### src/rtl/id_queue_stage.sv
// id_queue_stage: RV32I + Zicsr/mret decoder feeding a DEPTH-entry queue of decoded control bundles.
// Define ID_RVM_EN to decode RV32M on OP/funct7=0000001 and expose the mdu_funct port.
module id_queue_stage #(
  parameter int DEPTH = 2,
  parameter int PTR_W = 1
) (
  input  logic             clk,
  input  logic             rst,
  input  logic             in_valid,
  output logic             in_ready,
  input  logic [31:0]      in_pc,
  input  logic [31:0]      in_inst,
  input  logic             flush,
  output logic             out_valid,
  input  logic             out_ready,
  output logic [31:0]      out_pc,
  output logic [4:0]       out_rd,
  output logic [4:0]       out_rs1,
  output logic [4:0]       out_rs2,
`ifdef ID_RVM_EN
  output logic [2:0]       mdu_funct,
`endif
  output logic             alu_src_1,
  output logic             alu_src_2,
  output logic [31:0]      alu_imm_1,
  output logic [31:0]      alu_imm_2,
  output logic [7:0]       alu_op,
  output logic [7:0]       mem_op,
  output logic [7:0]       csr_op,
  output logic             gpr_we,
  output logic             load,
  output logic             store,
  output logic             illegal,
  output logic [PTR_W:0]   count
);

  typedef struct packed {
    logic [31:0] pc;
    logic [4:0]  rd;
    logic [4:0]  rs1;
    logic [4:0]  rs2;
    logic        src_1;
    logic        src_2;
    logic [31:0] imm_1;
    logic [31:0] imm_2;
    logic [7:0]  alu_op;
    logic [7:0]  mem_op;
    logic [7:0]  csr_op;
    logic        gpr_we;
    logic        load;
    logic        store;
    logic        illegal;
`ifdef ID_RVM_EN
    logic [2:0]  mdu_funct;
`endif
  } bundle_t;

  localparam logic [4:0] OPC_LOAD   = 5'b00000;
  localparam logic [4:0] OPC_OP_IMM = 5'b00100;
  localparam logic [4:0] OPC_AUIPC  = 5'b00101;
  localparam logic [4:0] OPC_STORE  = 5'b01000;
  localparam logic [4:0] OPC_OP     = 5'b01100;
  localparam logic [4:0] OPC_LUI    = 5'b01101;
  localparam logic [4:0] OPC_BRANCH = 5'b11000;
  localparam logic [4:0] OPC_JALR   = 5'b11001;
  localparam logic [4:0] OPC_JAL    = 5'b11011;
  localparam logic [4:0] OPC_SYSTEM = 5'b11100;

  localparam logic [PTR_W:0] FULL = (PTR_W+1)'(DEPTH);

  function automatic bundle_t idle_bundle();
    bundle_t b;
    b        = '0;
    b.src_1  = 1'b1;
    b.src_2  = 1'b1;
    b.alu_op = 8'hFB;
    b.mem_op = 8'hFF;
    b.csr_op = 8'hFF;
    b.gpr_we = 1'b1;
    b.load   = 1'b1;
    b.store  = 1'b1;
    return b;
  endfunction

  // alt is inst[30]; SUB only exists on register-register OP
  function automatic logic [7:0] alu_code(input logic [2:0] f3, input logic alt, input logic is_op);
    logic [7:0] code;
    case (f3)
      3'b000:  code = (alt && is_op) ? 8'hFA : 8'hFB;
      3'b001:  code = 8'hD8;
      3'b010:  code = 8'h7A;
      3'b011:  code = 8'hBA;
      3'b100:  code = 8'hFC;
      3'b101:  code = alt ? 8'hF0 : 8'hE8;
      3'b110:  code = 8'hFD;
      default: code = 8'hFE;
    endcase
    return code;
  endfunction

  function automatic bundle_t decode(input logic [31:0] pc, input logic [31:0] inst);
    bundle_t           b;
    logic [2:0]        f3;
    logic signed [31:0] imm_i, imm_s, imm_u;
    logic              wr, bad;
    b     = idle_bundle();
    f3    = inst[14:12];
    imm_i = {{20{inst[31]}}, inst[31:20]};
    imm_s = {{20{inst[31]}}, inst[31:25], inst[11:7]};
    imm_u = {inst[31:12], 12'h000};
    wr    = 1'b0;
    bad   = (inst[1:0] != 2'b11);
    b.pc    = pc;
    b.rd    = inst[11:7];
    b.rs1   = inst[19:15];
    b.rs2   = inst[24:20];
    b.imm_2 = imm_i;
    case (inst[6:2])
      OPC_LUI:   begin b.imm_2 = imm_u; wr = 1'b1; end
      OPC_AUIPC: begin b.imm_1 = pc; b.imm_2 = imm_u; wr = 1'b1; end
      OPC_JAL, OPC_JALR: begin b.imm_1 = pc; b.imm_2 = 32'd4; wr = 1'b1; end
      OPC_BRANCH: begin b.alu_op = 8'hFA; b.src_1 = 1'b0; b.src_2 = 1'b0; end
      OPC_LOAD: begin
        b.src_1 = 1'b0;
        b.load  = 1'b0;
        wr      = 1'b1;
        case (f3)
          3'b000:  b.mem_op[7] = 1'b0;
          3'b001:  b.mem_op[6] = 1'b0;
          3'b010:  b.mem_op[5] = 1'b0;
          3'b100:  b.mem_op[4] = 1'b0;
          3'b101:  b.mem_op[3] = 1'b0;
          default: bad = 1'b1;
        endcase
      end
      OPC_STORE: begin
        b.src_1 = 1'b0;
        b.store = 1'b0;
        b.imm_2 = imm_s;
        case (f3)
          3'b000:  b.mem_op[2] = 1'b0;
          3'b001:  b.mem_op[1] = 1'b0;
          3'b010:  b.mem_op[0] = 1'b0;
          default: bad = 1'b1;
        endcase
      end
      OPC_OP_IMM: begin b.src_1 = 1'b0; b.alu_op = alu_code(f3, inst[30], 1'b0); wr = 1'b1; end
      OPC_OP: begin
        b.src_1 = 1'b0;
        b.src_2 = 1'b0;
        wr      = 1'b1;
        if (inst[31:25] == 7'b0000001) begin
`ifdef ID_RVM_EN
          b.alu_op    = 8'hFF;
          b.mdu_funct = f3;
`else
          bad = 1'b1;
`endif
        end else begin
          b.alu_op = alu_code(f3, inst[30], 1'b1);
        end
      end
      OPC_SYSTEM: begin
        b.csr_op[1] = ~inst[14];
        case (f3[1:0])
          2'b00: begin
            if (f3[2]) bad = 1'b1;
            else begin
              case (inst[22:20])
                3'b000:  b.csr_op[7] = 1'b0;
                3'b001:  b.csr_op[6] = 1'b0;
                3'b010:  b.csr_op[5] = 1'b0;
                default: bad = 1'b1;
              endcase
            end
          end
          2'b01:   begin b.csr_op[4] = 1'b0; wr = 1'b1; end
          2'b10:   begin b.csr_op[3] = 1'b0; wr = 1'b1; end
          default: begin b.csr_op[2] = 1'b0; wr = 1'b1; end
        endcase
      end
      default: bad = 1'b1;
    endcase
    if (wr && (inst[11:7] != 5'd0)) b.gpr_we = 1'b0;
    if (bad) begin
      b         = idle_bundle();
      b.pc      = pc;
      b.illegal = 1'b1;
    end
    return b;
  endfunction

  // Stage p0: decode the offered instruction and qualify push/pop
  bundle_t          dec_p0;
  logic             push_p0, pop_p0;
  logic [PTR_W-1:0] wr_ptr, rd_ptr;

  assign dec_p0    = decode(in_pc, in_inst);
  assign in_ready  = (count != FULL);
  assign out_valid = (count != '0);
  assign push_p0   = in_valid & in_ready & ~flush;
  assign pop_p0    = out_valid & out_ready & ~flush;

  // Stage p1: queued bundles; storage carries no reset
  bundle_t mem_p1 [DEPTH];
  bundle_t head_p1;

  always_ff @(posedge clk) begin
    if (push_p0) mem_p1[wr_ptr] <= dec_p0;
  end

  always_ff @(posedge clk or negedge rst) begin
    if (!rst) begin
      wr_ptr <= '0;
      rd_ptr <= '0;
      count  <= '0;
    end else if (flush) begin
      wr_ptr <= '0;
      rd_ptr <= '0;
      count  <= '0;
    end else begin
      if (push_p0) wr_ptr <= wr_ptr + PTR_W'(1);
      if (pop_p0)  rd_ptr <= rd_ptr + PTR_W'(1);
      case ({push_p0, pop_p0})
        2'b10:   count <= count + (PTR_W+1)'(1);
        2'b01:   count <= count - (PTR_W+1)'(1);
        default: count <= count;
      endcase
    end
  end

  always_comb begin
    head_p1 = idle_bundle();
    if (out_valid) head_p1 = mem_p1[rd_ptr];
  end

  assign out_pc    = head_p1.pc;
  assign out_rd    = head_p1.rd;
  assign out_rs1   = head_p1.rs1;
  assign out_rs2   = head_p1.rs2;
  assign alu_src_1 = head_p1.src_1;
  assign alu_src_2 = head_p1.src_2;
  assign alu_imm_1 = head_p1.imm_1;
  assign alu_imm_2 = head_p1.imm_2;
  assign alu_op    = head_p1.alu_op;
  assign mem_op    = head_p1.mem_op;
  assign csr_op    = head_p1.csr_op;
  assign gpr_we    = head_p1.gpr_we;
  assign load      = head_p1.load;
  assign store     = head_p1.store;
  assign illegal   = head_p1.illegal;
`ifdef ID_RVM_EN
  assign mdu_funct = head_p1.mdu_funct;
`endif

endmodule

### config.mk
export PLATFORM = sky130hd
export DESIGN_NAME = id_queue_stage
export DESIGN_NICKNAME = d
export VERILOG_FILES = /design/src/rtl/id_queue_stage.sv
export SDC_FILE = /design/constraint.sdc
export NUM_CORES = 1
export LEC_CHECK = 0
export CAP_MARGIN = 20
export CORE_UTILIZATION = 53
export DETAILED_ROUTE_END_ITERATION = 10
export GPL_ROUTABILITY_DRIVEN = 1
export PLACE_DENSITY = 0.85
export SLEW_MARGIN = 20
export SYNTH_ARGS = -nofsm -noshare
export SYNTH_HDL_FRONTEND = slang
export SYNTH_SLANG_ARGS = --single-unit
### constraint.sdc
create_clock -name clk -period 14.2 [get_ports clk]
set_input_delay 2.13 -clock clk [delete_from_list [all_inputs] [get_ports clk]]
set_output_delay 2.13 -clock clk [all_outputs]
set_load 0.03 [all_outputs]
==> flow_metrics.env <==
export IMPL_synth_ff_type="edfxtp_1"
export IMPL_syn_num_nets=941
export IMPL_insertion_delay_ns=0.53
export IMPL_p_leak_nw=5.17
export IMPL_fin_crit_sh_pct=44.8
export IMPL_synth_cell_types=51
export IMPL_io_pins=214
export IMPL_wl_per_cell_um=19.7
export IMPL_yosys_warnings=0
export IMPL_rows=55
export IMPL_cts_resized=0
export IMPL_cts_sink_count=284
export IMPL_viasPerCell=5.71
export IMPL_fin_nets=1137
export IMPL_io_buffers=212
export IMPL_synth_most_common_cell="edfxtp_1"
export IMPL_die_h_um=153
export IMPL_drive_above_1_share_pct=6.34
export IMPL_cpMaxStageDelayCell="buf_4"
export IMPL_postCtsHoldBufs=0
export IMPL_gp_congestion=0.891
export IMPL_slew_violations=0
export IMPL_syn_area_um2=12200
export IMPL_cp_num_buf_inv=3
export IMPL_synth_enable_flop_cells=280
export IMPL_cap_violations=0
export IMPL_firstDrtPassIters=5
export IMPL_start_util_pct=53.8
export IMPL_htreeDepth=1
export IMPL_core_area_um2=22600
export IMPL_tns_ns=0
export IMPL_finClkSkew_ns=0.0102
export IMPL_peakVddDrop_mv=0.0897
export IMPL_ant_nets=0
export IMPL_cts_tree="built"
export IMPL_synth_top_area_share_pct=69.2
export IMPL_end_kind="output port"
export IMPL_setup_viol_count_final=0
export IMPL_overflow=0
export IMPL_max_freq_ghz=0.157
export IMPL_rsz0062_at_grt="false"
export IMPL_vias=7847
export IMPL_design_area_um2=15400
export IMPL_max_slew_margin_pct=25.9
export IMPL_async_flop_share_pct=1.41
export IMPL_grt_use_total_pct=23.0
export IMPL_yosysSeqAreaShare_pct=70.0
export IMPL_synth_seq_cells=284
export IMPL_worstMarginPinSlew_ns=1.11
export IMPL_max_stage_delay_ns=0.92
export IMPL_start_kind="flip-flop"
export IMPL_dieArea_um2=23500
export IMPL_finalCriticalPeriod_ns=6.36
export IMPL_dp_hpwl_um=17200
export IMPL_netlist_top_cell_by_area="edfxtp_1"
export IMPL_grt_pass1_vias=7595
export IMPL_diodes=0
export IMPL_synth_area_top_cells="edfxtp_1, mux2i_1, nor2_1"
export IMPL_post_cts_buffers=0
export IMPL_cp_required_ns=12.07
export IMPL_clkTransAtPathRegs_ns=0.06
export IMPL_grt_max_degree=80
export IMPL_crit_type="reg -> out"
export IMPL_clock_path_buffers=3
export IMPL_grt_pass1_wl_um=42100
export IMPL_placed_cell_area_um2=14500
export IMPL_grt_antenna_before_repair=0
export IMPL_multi_input_area_um2=3420
export IMPL_hold_path_class="reg -> reg"
export IMPL_path_max_fanout=63
export IMPL_crit_family="buffers and inverters"
export IMPL_drc=0
export IMPL_worstPathArrival_ns=4.23
export IMPL_hold_viol=0
export IMPL_netlist_top_cells_count="edfxtp_1, mux2i_1, nor2_1"
export IMPL_fillers=1535
export IMPL_p_per_area_nw_per_um2=130
export IMPL_cp_common_cell="buf_4"
export IMPL_area_delta_synth_final_pct=26.9
export IMPL_wl_um=27100
export IMPL_avgSynthCellArea_um2=13.9
export IMPL_drt_iter0_drc=640
export IMPL_numCtsBuffers=29
export IMPL_die_w_um=153
export IMPL_netlist_instances=872
export IMPL_path_cells="buf_4, buf_4, mux2i_1, nor2_1, clkdlybuf4s50_1"
export IMPL_status="finished clean"
export IMPL_root_buffer="clkbuf_16"
export IMPL_register_area_um2=8510
==> path summary, 6_finish.rpt <==
check                      cells after the start  slack, ns            end      from
hold / removal                                 2       0.64         wr_ptr    wr_ptr
setup / recovery                               5       7.84  alu_imm_2[30]    rd_ptr
setup reg to reg                               5      11.02  mem_p1[1][41]  count[0]
max in group asynchronous                      1      12.17         rd_ptr       rst
hold reg to reg                                2       0.64         wr_ptr    wr_ptr
min in group asynchronous                      1       1.82         rd_ptr       rst
==> area by class of cell <==
type                    instances  area share [%]
clock buffers                  34            4.83
clock inverters                18            1.10
inverters                       4          0.0973
multi-input cells             526            22.2
flip-flops and latches        284            55.2
well taps                     285            2.31
repair buffers                223            14.3
==> routing by layer <==
layer / track usage [%] / part of all wire, % / up-vias
li1: - / - / 3614
met1: 32.0 / 41 / 3810
met2: 38.2 / 49 / 376
met3: 3.32 / 7.9 / 47
met4: 6.24 / 2.3 / 0
met5: 0 / 0 / -
==> flip-flops by register name (all words and copies together) (netlist names) <==
name	cells
mem_p1	280
count	2
rd_ptr	1
wr_ptr	1
==> worst reg2reg max path, stage by stage (launching register included) <==
cell and delay, ns:
dfrtp_1 0.48, nand2b_1 0.21, nand2_1 0.15, nor3b_2 0.22
buf_4 0.69, buf_4 0.97
==> per-stage QoR <==
stage | std cells | power [W] | utilization, % | setup WS (ns) | hold WS (ns)
final | 1374 | 0.00201 | 68.3 | 7.84 | 0.637
after global routing | 1374 | 0.00208 | 68.3 | 7.65 | 0.650
after CTS | 1374 | 0.00203 | 68.3 | 7.80 | 0.637
after detailed placement | 1322 | 0.00130 | 64.3 | 8.38 | 0.633
after global placement | 1322 | 0.00129 | 64.3 | 8.35 | 0.565
after floorplan | 872 | 0.00118 | - | 0.949 | 0.519
==> power by group <==
group	internal, W	total (W)	switching [W]
combinational	0.000119	0.000312	0.000193
clock	0.000428	0.000729	0.000301
sequential	0.000959	0.000970	0.0000116
==> cell usage in the layout (no fill, tap or decap), types with 4 or more instances in the layout <==
cell type        netlist  routed
nand2_1               50      50
nand4_1                6       6
clkbuf_1              38       5
and4_1                 8       8
nor2_1               131     130
or3_1                  4       4
clkinv_2               0       8
a211oi_1               4       4
clkbuf_16              0      29
edfxtp_1             280     280
buf_4                  1      11
nand2b_1               7       7
inv_1                  4       4
xor2_1                 4       4
nor3_1                25      24
mux2i_1              140     140
a21oi_1               28      27
clkinv_1               0       4
o21ai_0               10      10
nand3_1               15      15
and2_1                32      32
and3_1                22      22
clkdlybuf4s50_1        0     212
==> logic make-up (layout without fill, tap and decap cells) <==
kind of cell	Yosys count	count (layout)	share of synthesized area, %
compound gates	59	59	3.03
xor+xnor	4	4	0.288
buf+inv	62	279	2.12
flops	284	284	70.0
mux	140	140	11.5
other cells	1	1	0.0309
simple gates	322	322	13.0
No activity file was read; power rests on OpenSTA's default activity.
